===== src/rtl/leaf_interface_0_pkg.sv =====
// Shared definitions for the leaf endpoint: packet sizing and drop-counter helpers.
// Packet layout is {valid, dest_addr, payload} with valid at the MSB.
package leaf_interface_0_pkg;

  localparam int          DROP_CNT_W   = 16;
  localparam logic [15:0] DROP_CNT_MAX = 16'hFFFF;

  function automatic int pkt_width(input int addr_w, input int pay_w);
    return 1 + addr_w + pay_w;
  endfunction

  // Saturating increment so a long overflow burst never wraps back to a small count.
  function automatic logic [15:0] sat_inc16(input logic [15:0] v);
    if (v == DROP_CNT_MAX) begin
      return v;
    end else begin
      return v + 16'd1;
    end
  endfunction

endpackage


===== src/rtl/leaf_interface_0_fifo.sv =====
// Synchronous show-ahead FIFO with wrap-flag pointers; a push while full is
// accepted only when a pop happens on the same edge.
module sync_fifo_0 #(
  parameter int data_width = 8,
  parameter int depth      = 8
) (
  input  logic                  clk,
  input  logic                  reset,
  input  logic                  i_push,
  input  logic [data_width-1:0] i_data,
  input  logic                  i_pop,
  output logic [data_width-1:0] o_head,
  output logic                  o_full,
  output logic                  o_empty
);

  localparam int PW = $clog2(depth);

  logic [PW:0]           r_wr_ptr;
  logic [PW:0]           r_rd_ptr;
  logic [data_width-1:0] r_mem [depth];
  logic                  w_wr_en;
  logic                  w_rd_en;

  assign o_full  = (r_wr_ptr[PW-1:0] == r_rd_ptr[PW-1:0]) && (r_wr_ptr[PW] != r_rd_ptr[PW]);
  assign o_empty = (r_wr_ptr == r_rd_ptr);
  assign w_wr_en = i_push && (!o_full || i_pop);
  assign w_rd_en = i_pop && !o_empty;
  assign o_head  = r_mem[r_rd_ptr[PW-1:0]];

  // Pointer update; the extra MSB makes full and empty distinguishable.
  always_ff @(posedge clk or negedge reset) begin
    if (!reset) begin
      r_wr_ptr <= {(PW+1){1'b0}};
      r_rd_ptr <= {(PW+1){1'b0}};
    end else begin
      if (w_wr_en) r_wr_ptr <= r_wr_ptr + {{PW{1'b0}}, 1'b1};
      if (w_rd_en) r_rd_ptr <= r_rd_ptr + {{PW{1'b0}}, 1'b1};
    end
  end

  // Storage is left unreset; only the pointers define validity.
  always_ff @(posedge clk) begin
    if (w_wr_en) r_mem[r_wr_ptr[PW-1:0]] <= i_data;
  end

endmodule


===== src/rtl/leaf_interface_0.sv =====
// Leaf endpoint of the butterfly-fat-tree network: tx stream -> bus_o, bus_i -> rx stream.
// Define LEAF_DROP_CNT_EN to add drop_cnt_o, a saturating count of rx-full drops.
module leaf_interface_0
  import leaf_interface_0_pkg::*;
#(
  parameter int num_leaves = 2,
  parameter int payload_sz = 32,
  parameter int addr       = 0,
  parameter int fifo_depth = 8,
  localparam int aw        = $clog2(num_leaves),
  parameter int p_sz       = pkt_width($clog2(num_leaves), payload_sz)
) (
  input  logic                  clk,
  input  logic                  reset,
  input  logic [payload_sz-1:0] din,
  input  logic [aw-1:0]         din_dest,
  input  logic                  din_valid,
  output logic                  din_ready,
  output logic [p_sz-1:0]       bus_o,
  input  logic [p_sz-1:0]       bus_i,
  output logic [payload_sz-1:0] dout,
  output logic                  dout_valid,
  input  logic                  dout_ready,
  output logic                  misroute_o
`ifdef LEAF_DROP_CNT_EN
  ,
  output logic [DROP_CNT_W-1:0] drop_cnt_o
`endif
);

  localparam int          VLD_BIT  = p_sz - 1;
  localparam int          ADDR_LSB = payload_sz;
  localparam logic [aw-1:0] MY_ADDR = aw'(addr);

  logic                     w_tx_full;
  logic                     w_tx_empty;
  logic                     w_tx_push;
  logic [aw+payload_sz-1:0] w_tx_head;
  logic                     w_rx_full;
  logic                     w_rx_empty;
  logic                     w_rx_hit;
  logic                     w_rx_miss;
  logic                     w_rx_pop;
  logic [p_sz-1:0]          r_rx_q;

  assign din_ready = !w_tx_full;
  assign w_tx_push = din_valid && !w_tx_full;

  sync_fifo_0 #(.data_width(aw + payload_sz), .depth(fifo_depth)) u_tx_fifo (
    .clk     (clk),
    .reset   (reset),
    .i_push  (w_tx_push),
    .i_data  ({din_dest, din}),
    .i_pop   (!w_tx_empty),
    .o_head  (w_tx_head),
    .o_full  (w_tx_full),
    .o_empty (w_tx_empty)
  );

  // Inject one packet per cycle while tx has data; an idle link carries all zeros.
  always_ff @(posedge clk or negedge reset) begin
    if (!reset) begin
      bus_o <= {p_sz{1'b0}};
    end else if (!w_tx_empty) begin
      bus_o <= {1'b1, w_tx_head};
    end else begin
      bus_o <= {p_sz{1'b0}};
    end
  end

  // Input capture stage from the switch.
  always_ff @(posedge clk or negedge reset) begin
    if (!reset) begin
      r_rx_q <= {p_sz{1'b0}};
    end else begin
      r_rx_q <= bus_i;
    end
  end

  assign w_rx_hit   = r_rx_q[VLD_BIT] && (r_rx_q[ADDR_LSB +: aw] == MY_ADDR);
  assign w_rx_miss  = r_rx_q[VLD_BIT] && (r_rx_q[ADDR_LSB +: aw] != MY_ADDR);
  assign dout_valid = !w_rx_empty;
  assign w_rx_pop   = dout_valid && dout_ready;

  sync_fifo_0 #(.data_width(payload_sz), .depth(fifo_depth)) u_rx_fifo (
    .clk     (clk),
    .reset   (reset),
    .i_push  (w_rx_hit),
    .i_data  (r_rx_q[payload_sz-1:0]),
    .i_pop   (w_rx_pop),
    .o_head  (dout),
    .o_full  (w_rx_full),
    .o_empty (w_rx_empty)
  );

  // Misroute flag is sticky until reset.
  always_ff @(posedge clk or negedge reset) begin
    if (!reset) begin
      misroute_o <= 1'b0;
    end else if (w_rx_miss) begin
      misroute_o <= 1'b1;
    end else begin
      misroute_o <= misroute_o;
    end
  end

`ifdef LEAF_DROP_CNT_EN
  logic w_rx_drop;
  assign w_rx_drop = w_rx_hit && w_rx_full && !w_rx_pop;

  // Count packets discarded because the rx queue was full with no pop.
  always_ff @(posedge clk or negedge reset) begin
    if (!reset) begin
      drop_cnt_o <= 16'h0000;
    end else if (w_rx_drop) begin
      drop_cnt_o <= sat_inc16(drop_cnt_o);
    end else begin
      drop_cnt_o <= drop_cnt_o;
    end
  end
`endif

endmodule


===== config.mk =====
export PLATFORM = sky130hd
export DESIGN_NAME = leaf_interface_0
export DESIGN_NICKNAME = d
export VERILOG_FILES = /design/src/rtl/leaf_interface_0_pkg.sv /design/src/rtl/leaf_interface_0_fifo.sv /design/src/rtl/leaf_interface_0.sv
export SDC_FILE = /design/constraint.sdc
export NUM_CORES = 1
export LEC_CHECK = 0
export ABC_AREA = 1
export CAP_MARGIN = 20
export CELL_PAD_IN_SITES_DETAIL_PLACEMENT = 1
export CELL_PAD_IN_SITES_GLOBAL_PLACEMENT = 2
export CORE_ASPECT_RATIO = 0.8
export CORE_MARGIN = 2
export CORE_UTILIZATION = 42
export DETAILED_ROUTE_END_ITERATION = 16
export GPL_TIMING_DRIVEN = 0
export PLACE_DENSITY_LB_ADDON = 0.05
export SLEW_MARGIN = 20
export SYNTH_ARGS = -nofsm -noshare
export SYNTH_HDL_FRONTEND = slang
export SYNTH_SLANG_ARGS = --single-unit

===== constraint.sdc =====
create_clock -name clk -period 4.4 [get_ports clk]
set_clock_uncertainty 0.2 [all_clocks]
set_input_delay 0.88 -clock clk [delete_from_list [all_inputs] [get_ports clk]]
set_output_delay 0.88 -clock clk [all_outputs]
set_load 0.02 [all_outputs]

Word level (Yosys, flattened, before mapping). Memories as Yosys holds them, arrays and structs flattened. Index checks and enable logic that the tools add are counted.

Flip-flop bits (word level): 85. Bits in writable memories: 520. Output and inout port bits: 69. Memories: 2.

$add $sub $neg: 4. Equal/unequal tests: 6. Muxes and demuxes: 5. Bitwise operators: 1. Reductions and logical operators: 15.

Memories: u_tx_fifo.r_mem (words 8, bits a word 33, rd ports 1, clocked after Yosys merged registers in 0, write ports 1, RTL line leaf_interface_0_fifo.sv:21) `logic [data_width-1:0] r_mem [depth];`; u_rx_fifo.r_mem (words 8, bits a word 32, rd ports 1, clocked after Yosys merged registers in 0, write ports 1, RTL line leaf_interface_0_fifo.sv:21).

Operators with widths (count): $mux 34 (1); $add 4x1->4 const B (4); $logic_and 1x1->1 (9); $eq 4x4->1 (2); $eq 3x3->1 (2); $logic_not 1->1 (4); $mux 1 (4); $logic_or 1x1->1 (2); $ne 1x1->1 (2); $not 1->1 (1).

Logic depth before layout (Yosys ltp). Gate-level depths: netlist (run 1).

Word-level depth: 7. Mapped depth: 9.

Modules after synthesis. Synthesis (run 1) repeated with hierarchy kept, for this count alone.

Cell total of the unflattened synthesis: 1778. Area, all modules: 23142.2 um2.

Modules (own cells, without submodules): sync_fifo_0 at u_tx_fifo (times used 1, cells each 824, area an instance 10704.0 um2, seq. area each 8127.8 um2); sync_fifo_0 at u_rx_fifo (times used 1, cells each 803, area an instance 10368.7 um2, seq. area each 7887.6 um2); leaf_interface_0 (times used 1, cells each 151, area an instance 2069.5 um2, seq. area each 1726.7 um2).

Least setup slack after synthesis (run 1). Ideal clock, no wire load.

Path type: input-to-reg. From: input dout_ready. To: memory u_rx_fifo.r_mem[2][0] (netlist bit), enable pin. Data arrival time: 2.537 ns. Required time: 3.779 ns. Path slack: 1.242 ns. Stages: 4. Path buffers: 0. Path through: inv_1 > nand4_4 > nand3_1 > nor2_1.

Longest elaborated chain between the ends: 5.

Ends and longest elaborated chain: from (decl) (RTL line leaf_interface_0.sv:23) `input logic dout_ready,`; $logic_and 1x1->1 (RTL line leaf_interface_0.sv:83) `assign w_rx_pop = dout_valid && dout_ready;`; $logic_or 1x1->1 (RTL line leaf_interface_0_fifo.sv:27) `assign w_wr_en = i_push && (!o_full || i_pop);`; $logic_and 1x1->1 (RTL line leaf_interface_0_fifo.sv:27); $mux 1 (RTL line leaf_interface_0_fifo.sv:44) `if (w_wr_en) r_mem[r_wr_ptr[PW-1:0]] <= i_data;`; $mux 1 (implied by the code) (RTL line leaf_interface_0_fifo.sv:44); to (decl) (RTL line leaf_interface_0_fifo.sv:21).

No other way between the ends.

Worst setup path in the final report (run 1).
From: register u_rx_fifo.r_rd_ptr[1]. To: output dout[1].

Longest elaborated chain between the ends: 1.

Ends and longest elaborated chain: from (decl) (RTL line leaf_interface_0_fifo.sv:20) `logic [PW:0] r_rd_ptr;`; from (signal assigned) (RTL line leaf_interface_0_fifo.sv:35) `r_rd_ptr <= {(PW+1){1'b0}};`; from (signal assigned) (RTL line leaf_interface_0_fifo.sv:38) `if (w_rd_en) r_rd_ptr <= r_rd_ptr + {{PW{1'b0}}, 1'b1};`; $mem_v2 8x32; to (decl) (RTL line leaf_interface_0.sv:21) `output logic [payload_sz-1:0] dout,`.

No other way between the ends.

==> results of run 1 <==
==> sequential cells by signal (all words and copies together), names as in the netlist <==
name,cells
u_rx_fifo.r_mem,256
u_rx_fifo.r_rd_ptr,4
bus_o,34
u_tx_fifo.r_wr_ptr,4
u_tx_fifo.r_rd_ptr,4
u_rx_fifo.r_wr_ptr,4
u_tx_fifo.r_mem,264
misroute_o,1
r_rx_q,34
==> metrics by stage <==
step / hold WS (ns) / setup slack [ns]
floorplan: 0.250 / 1.24
global placement: 0.241 / -1.95
detailed placement: 0.247 / 0.703
CTS: 0.261 / 0.0402
global route: 0.281 / -0.0470
finish: 0.259 / 0.0533
==> cell type report <==
class	count	area share
clock buffer	81	0.0598
sequential	605	0.635
buffer	108	0.0179
multi-input combinational	1026	0.170
inverter	17	0.00228
tap	702	0.0314
timing repair buffer	164	0.0725
clock inverter	31	0.0111
==> worst max-delay path, stage by stage, from the launching register on <==
cell and delay, ns:
sky130_fd_sc_hd__dfrtp_1 0.50, sky130_fd_sc_hd__inv_2 0.10, sky130_fd_sc_hd__buf_2 0.25, sky130_fd_sc_hd__clkbuf_1 0.56, sky130_fd_sc_hd__o21ai_1 0.16, sky130_fd_sc_hd__o22ai_1 0.17
sky130_fd_sc_hd__nand2_1 0.07, sky130_fd_sc_hd__nand2_1 0.20, sky130_fd_sc_hd__clkdlybuf4s50_1 0.64
==> per-layer routing <==
layer,up-vias,share of wire,track usage
li1,6733,-,-
met1,7341,0.44,0.300
met2,301,0.50,0.400
met3,104,0.043,0.0316
met4,6,0.021,0.0633
met5,-,0.00074,0
==> cell usage in the layout, fill, tap and decap left out, drive strengths merged <==
master           n
edfxtp         520
nor2           412
o21ai          361
nand2          146
clkdlybuf4s50  138
clkbuf         130
dfrtp           85
buf             84
o22ai           64
nand3           22
clkinv          21
inv             17
xor2             8
bufinv           6
xnor2            5
ha               4
clkinvlp         4
and2b            1
nand4            1
nor4             1
a21o             1
dlygate4sd3      1
==> kinds of logic after synthesis <==
logic type / Yosys count / synth area share
XOR/XNOR: 13 / 0.00496
flip-flops: 605 / 0.773
buffers and inverters: 125 / 0.0243
AND/OR/NAND/NOR: 583 / 0.0989
adder cells (fa/ha/maj): 4 / 0.00218
AO/OA/AOI/OAI: 426 / 0.0965
==> power groups by stage <==
stage          logic (mW)  clock network [mW]  registers, mW
2_1_floorplan        3.96                   0           7.56
3_3_place_gp         7.12                   0           7.44
3_5_place_dp         7.51                   0           7.41
4_1_cts              7.57                5.28           7.29
5_1_grt              8.18                5.49           7.35
6_report             7.43                5.18           7.29
==> timing repair <==
action / 4_1_cts / 5_1_grt
resized for setup: 1 / 9
setup endpoints to repair: 3 / 9
endpoints found under the hold margin: 31 / 0
gates cloned: 0 / 0
pin swaps: 0 / 0
hold buffers: 1 / 0
==> path summary, 6_finish.rpt <==
check	cells after the start	from	slack (ns)	end
hold reg to reg	1	misroute_o$_DFFE_PN0P_	0.26	misroute_o$_DFFE_PN0P_
min in group asynchronous	2	reset	0.52	u_tx_fifo.r_wr_ptr[0]$_DFFE_PN0P_
hold / removal	1	misroute_o$_DFFE_PN0P_	0.26	misroute_o$_DFFE_PN0P_
max in group asynchronous	3	reset	2.81	r_rx_q[16]$_DFF_PN0_
setup / recovery	8	u_rx_fifo.r_rd_ptr[1]$_DFFE_PN0P_	0.05	dout[1]
setup reg to reg	9	u_rx_fifo.r_rd_ptr[0]$_DFFE_PN0P_	1.47	u_rx_fifo.r_mem[2][14]$_DFFE_PP_
==> results.txt, run 1 <==
----------------------------------------------------
[Logic synthesis]
  Synth Cell Area ... 22,900 µm²
  Flip-flop cell with the highest count after synthesis ... sky130_fd_sc_hd__edfxtp_1
  Leading cell types by total area after synthesis ... sky130_fd_sc_hd__edfxtp_1 68%, sky130_fd_sc_hd__dfrtp_1 9.3%, sky130_fd_sc_hd__nor2_1 6.7%
  Number of standard cells after synthesis ... 1,756
  Post-synth top area share ... 0.680
  Post-synthesis cell type count ... 26
  Number of flops mapped to enable cells by yosys ... 520
  Number of nets in the synthesized netlist ... 1,831
  Number of warning messages in the yosys log ... 0
  Flops & latches, synth ... 605
  Share of the yosys chip area belonging to registers ... 0.773
  Most common cell in the netlist ... sky130_fd_sc_hd__edfxtp_1
  Ranking of synthesized cells by instance count ... 520 x sky130_fd_sc_hd__edfxtp_1, 410 x sky130_fd_sc_hd__nor2_1, 193 x sky130_fd_sc_hd__o21ai_1
  Async SR Flop Fraction ... 0.140
  Average size of a mapped cell ... 13.1 µm²
  Biggest area consumer among synthesized cells ... sky130_fd_sc_hd__edfxtp_1

[Placed design]
  Placed cells ... 2,621
  Detailed-placement wirelength estimate ... 41.4 mm
  Gpl congestion ... 0.745
  Instance area after placement ... around 26,000 µm²
  Buffers added on ports ... 139

[Run status]
  Status ... completed

[Cells and area]
  Net total in the final layout ... 2,057
  Antenna Diode Count ... 0
  Fraction of final layout cells with drive strength greater than 1 ... 0.100
  Area of the multi-input gates ... 4760 µm²
  Combined flip-flop and latch cell area ... 17,700 µm²
  Fill count ... 5,363
  Final std cells w/o fill ... 2,734
  Area of all placed cells without fillers ... 28,000 µm²
  Layout Utilization ... 0.518
  Area added between synthesis and finish ... 21.8%

[Global routing]
  Total Routing Usage GR ... 0.229
  Number of global-route vias before repair ... around 15,000
  Pin count of the biggest net entering global routing ... 55
  Wire length of the first global-routing pass ... 95.3 mm
  Grt total ovfl ... 0
  Number of antenna violations at the first check in global routing ... 4

[Power]
  Clock network fraction of design power ... 0.260
  Proportion of power drawn by flip-flops and latches ... 0.366
  Net switching power ... 7.38 mW
  LEAKAGE ... 9.68 nW
  Total design power ... just under 20 mW
  Logic gate share of total power ... 0.373
  Power per cell area ... 711 nW/µm²
  Largest vdd supply drop ... 0.000407 V
  Internal power ... 12.5 mW
  Fraction of power spent switching nets ... 0.371

[Clock tree]
  Clock tree root driver cell ... sky130_fd_sc_hd__clkbuf_16
  Number of sinks handled by clock tree synthesis ... 605
  Clock latency of the later-clocked register in the worst-skew pair ... just over 0.6 ns
  Number of buffers created by CTS ... 60
  Clk pin slew, worst setup/hold paths ... 0.06 ns
  Maximum buffer depth of the clock tree ... 3
  CTS tree ... yes
  Buffers inserted by post-CTS timing repair ... 0
  H-tree level count ... 2

[Floorplanning]
  Die span in y ... approximately 210 µm
  Initial core utilization ... 0.426
  Top-level I/O count ... 140
  Placeable core region ... 53,900 µm²
  Die ar. ... 56,500 µm²
  Die span in x ... 265 µm
  Cell Rows ... 76

[STA]
  Timing-limited maximum frequency ... 230 MHz
  Post-route fraction of the period consumed by the critical path ... 0.988
  Number of slew-limit violations in the final report ... 0
  Rel. slew slack ... 0.440
  Count of endpoints failing setup in the final report ... 0
  Slew at the pin closest to its max-slew limit ... 0.840 ns
  Setup TNS after final layout ... 0 ns
  Setup repair after global routing missed its margin ... true
  Final number of hold-violating endpoints ... 0
  Min Tclk post-route ... between 4 and 5 ns

[Drt]
  Final Routed Wirelength ... between 60 and 70 mm
  Average wire length per cell after detail routing ... 23.3 µm
  Total number of vias ... around 14,000
  DRC Markers ... 0
  DR pass1 iterations ... 4
  Number of vias per cell ... approximately 5.3
  Number of antenna-violating nets in the routed design ... 0
  Iteration-0 DRC Markers ... 1,070

[Setup path]
  Critical path class ... reg -> out
  Worst setup SP type ... flip-flop
  Arrival time reported for the critical path endpoint ... around 3.3 ns
  Critical Path End Type ... output port
  Highest net fanout along the worst path ... 10
  Worst Path Required ... roughly 3.3 ns

[Job]
  Number of maximum-capacitance violations ... 0

[Hold path]
  Hold crit path type ... reg -> reg

----------------------------------------------------
(Power assumes the default switching activity.)
==> run 2, diff against run 1 <==
--- a/config.mk
+++ b/config.mk
@@ -10,7 +10,6 @@
 export CELL_PAD_IN_SITES_DETAIL_PLACEMENT = 1
 export CELL_PAD_IN_SITES_GLOBAL_PLACEMENT = 2
 export CORE_ASPECT_RATIO = 0.8
-export CORE_MARGIN = 2
 export CORE_UTILIZATION = 42
 export DETAILED_ROUTE_END_ITERATION = 16
 export GPL_TIMING_DRIVEN = 0
==> run 2 against run 1 <==
Against the previous run:
- clock-buffer cell count rose by 6
- setup slack better by 0.055 ns
- routed wire length fell by 1.7%
- die area shrank 1.7%
- design area grew 0.36%
- largest cell class unchanged
==> results.txt, run 2 (synthesized netlist as in run 1, its figures left out) <==
----------------------------------------------------
[STA]
  Number of slew-limit violations in the final report ... 0 (unchanged)
  Worst hold slack ... 0.260 ns (+0.00180 ns)
  Final number of hold-violating endpoints ... 0 (unchanged)
  Timing-limited maximum frequency ... 233 MHz (+1.3%)
  Min Tclk post-route ... 4.29 ns (-0.0554 ns)
  Rel. slew slack ... 0.497 (+0.0574)
  Setup WS post-layout ... 0.109 ns (+0.0554 ns)
  Post-route fraction of the period consumed by the critical path ... 0.975 (-0.0126)
  Count of endpoints failing setup in the final report ... 0 (unchanged)
  Setup repair after global routing missed its margin ... false
  Slew at the pin closest to its max-slew limit ... 0.754 ns (-0.0860 ns)

[Floorplanning]
  Top-level I/O count ... 140 (unchanged)
  Die span in y ... 211 µm (-0.94%)
  Placeable core region ... 53,900 µm² (unchanged)
  Die span in x ... 263 µm (-0.75%)
  Cell Rows ... 76 (unchanged)
  Die ar. ... 55,600 µm² (-1.7%)
  Initial core utilization ... 0.426 (unchanged)

[Cells and area]
  Net total in the final layout ... 2,057 (unchanged)
  Final std cells w/o fill ... 2,738 (+0.15%)
  Area of all placed cells without fillers ... 28,100 µm² (+0.36%)
  Commonest cells after routing, fill and taps aside ... 520 x sky130_fd_sc_hd__edfxtp_1, 395 x sky130_fd_sc_hd__nor2_1, 193 x sky130_fd_sc_hd__o21ai_1, 168 x sky130_fd_sc_hd__o21ai_0, 142 x sky130_fd_sc_hd__nand2_1
  Number of flip-flops in the largest register ... 264 (unchanged)
  Most common library cell in the layout ignoring fill and taps ... sky130_fd_sc_hd__edfxtp_1
  Area added between synthesis and finish ... 22.3%
  Fraction of final layout cells with drive strength greater than 1 ... 0.100 (-0.000148)

[Drt]
  DR pass1 iterations ... 7 (+3)
  Iteration-0 DRC Markers ... 946 (-12%)
  Final Routed Wirelength ... 62.7 mm (-1.7%)
  DRC Markers ... 0 (unchanged)
  Average wire length per cell after detail routing ... 22.9 µm (-1.8%)
  Number of vias per cell ... 5.28 (-0.38%)
  Total number of vias ... 14,451 (-0.23%)
  Number of antenna-violating nets in the routed design ... 0 (unchanged)

[Clock tree]
  Clock tree root driver cell ... sky130_fd_sc_hd__clkbuf_16
  Number of sinks handled by clock tree synthesis ... 605 (unchanged)
  H-tree level count ... 2 (unchanged)
  Maximum buffer depth of the clock tree ... 3 (unchanged)
  Clock latency of the later-clocked register in the worst-skew pair ... 0.63 ns (about the same)
  CTS tree ... yes
  Number of buffers created by CTS ... 61 (+1.7%)
  Clk pin slew, worst setup/hold paths ... 0.06 ns (about the same)

[Placed design]
  Gpl congestion ... 0.736 (-1.2%)
  Placed cells ... 2,620 (-0.038%)
  Buffers added on ports ... 139 (unchanged)
  Pre-CTS WS ... 0.689 ns (-0.0147 ns)
  Instance area after placement ... 25,900 µm² (-0.13%)
  Detailed-placement wirelength estimate ... 41.1 mm (-0.73%)

[Global routing]
  Met2 Use GR ... 0.400 (about the same)
  Number of global-route vias before repair ... 15,362 (+0.98%)
  Met1 Use GR ... 0.300 (-0.000667)
  Wire length of the first global-routing pass ... 95.5 mm (+0.13%)
  GR Util met3 ... 0.0384 (+0.00675)
  Pin count of the biggest net entering global routing ... 62 (+13%)
  Grt total ovfl ... 0 (unchanged)
  Number of antenna violations at the first check in global routing ... 4 (unchanged)
  Busiest metal layer after global routing ... met2
  Total Routing Usage GR ... 0.231 (+0.00213)

[Setup path]
  Critical Path End Type ... output port
  Worst Path Required ... 3.32 ns (about the same)
  Arrival time reported for the critical path endpoint ... 3.21 ns (-0.06 ns)
  Highest net fanout along the worst path ... 10 (unchanged)
  Worst setup SP type ... flip-flop
  Flop2flop setup slack ... 1.44 ns (-0.03 ns)
  Critical path class ... reg -> out

[Power]
  Logic gate share of total power ... 0.367 (-0.006)
  Proportion of power drawn by flip-flops and latches ... 0.364 (-0.002)
  Fraction of power spent switching nets ... 0.366 (-0.00512)
  LEAKAGE ... 9.74 nW (+0.56%)
  Clock network fraction of design power ... 0.269 (+0.009)
  Power per cell area ... 714 nW/µm² (+0.39%)
  Largest vdd supply drop ... 0.000392 V (-3.8%)
  Net switching power ... 7.34 mW (-0.63%)
  Internal power ... 12.7 mW (+1.6%)

[Job]
  Number of maximum-capacitance violations ... 0 (unchanged)

[Run status]
  Status ... completed

[Hold path]
  Hold crit path type ... reg -> reg

----------------------------------------------------
==> run 2: area by class of cell <==
cell class                      count  area (µm²)
Sequential cell                   605       17700
Antenna cell                        1        2.50
Buffer                            108         499
Clock inverter                     29         290
Clock buffer                       87        1830
Fill cell                        5352       25900
Tap cell                          702         878
Inverter                           17        63.8
Timing Repair Buffer              163        1990
Multi-Input combinational cell   1026        4760
==> run 2: path summary, 6_finish.rpt <==
check,start,to,depth (start not counted)
setup reg to reg,u_rx_fifo.r_rd_ptr[0]$_DFFE_PN0P_,u_rx_fifo.r_mem[4][8]$_DFFE_PP_,10
setup / recovery,u_rx_fifo.r_rd_ptr[0]$_DFFE_PN0P_,dout[28],7
max in group asynchronous,reset,u_tx_fifo.r_wr_ptr[1]$_DFFE_PN0P_,3
hold / removal,misroute_o$_DFFE_PN0P_,misroute_o$_DFFE_PN0P_,1
min in group asynchronous,reset,r_rx_q[13]$_DFF_PN0_,2
hold reg to reg,misroute_o$_DFFE_PN0P_,misroute_o$_DFFE_PN0P_,1
==> run 2: critical path: stages, from the launching register on <==
cell,delay (ns)
sky130_fd_sc_hd__dfrtp_1,0.55
sky130_fd_sc_hd__buf_4,0.28
sky130_fd_sc_hd__clkbuf_1,0.53
sky130_fd_sc_hd__o21ai_0,0.21
sky130_fd_sc_hd__o22ai_1,0.22
sky130_fd_sc_hd__nand2_1,0.07
sky130_fd_sc_hd__nand2_1,0.10
sky130_fd_sc_hd__clkdlybuf4s50_1,0.61
==> run 2: what timing repair did <==
item | in CTS | in global routing
gates resized for setup | 1 | 5
endpoints found under the setup margin | 1 | 2
endpoints found under the hold margin | 24 | 0
hold buffers | 1 | 0
buffers inserted | 0 | 0
==> run 2: power groups by stage <==
stage	Clock (mW)	Sequential (mW)	Combinational (mW)
2_1_floorplan	0	7.56	3.96
3_3_place_gp	0	7.44	7.10
3_5_place_dp	0	7.41	7.45
4_1_cts	5.51	7.29	7.51
5_1_grt	5.71	7.35	8.10
6_report	5.40	7.29	7.35
==> run 2: metal layers <==
layer / vias to the layer above / share of wire
li1: 6744 / -
met1: 7294 / 0.44
met2: 306 / 0.50
met3: 101 / 0.045
met4: 6 / 0.023
met5: - / 0.00061
==> run 2: stage by stage <==
stage	util	power [mW]	setup TNS, ns
finish	0.520	20.0	0
CTS	0.520	20.3	0
global placement	0.468	14.5	-591.00
global route	0.520	21.2	0
detailed placement	0.481	14.9	0
floorplan	-	11.5	0
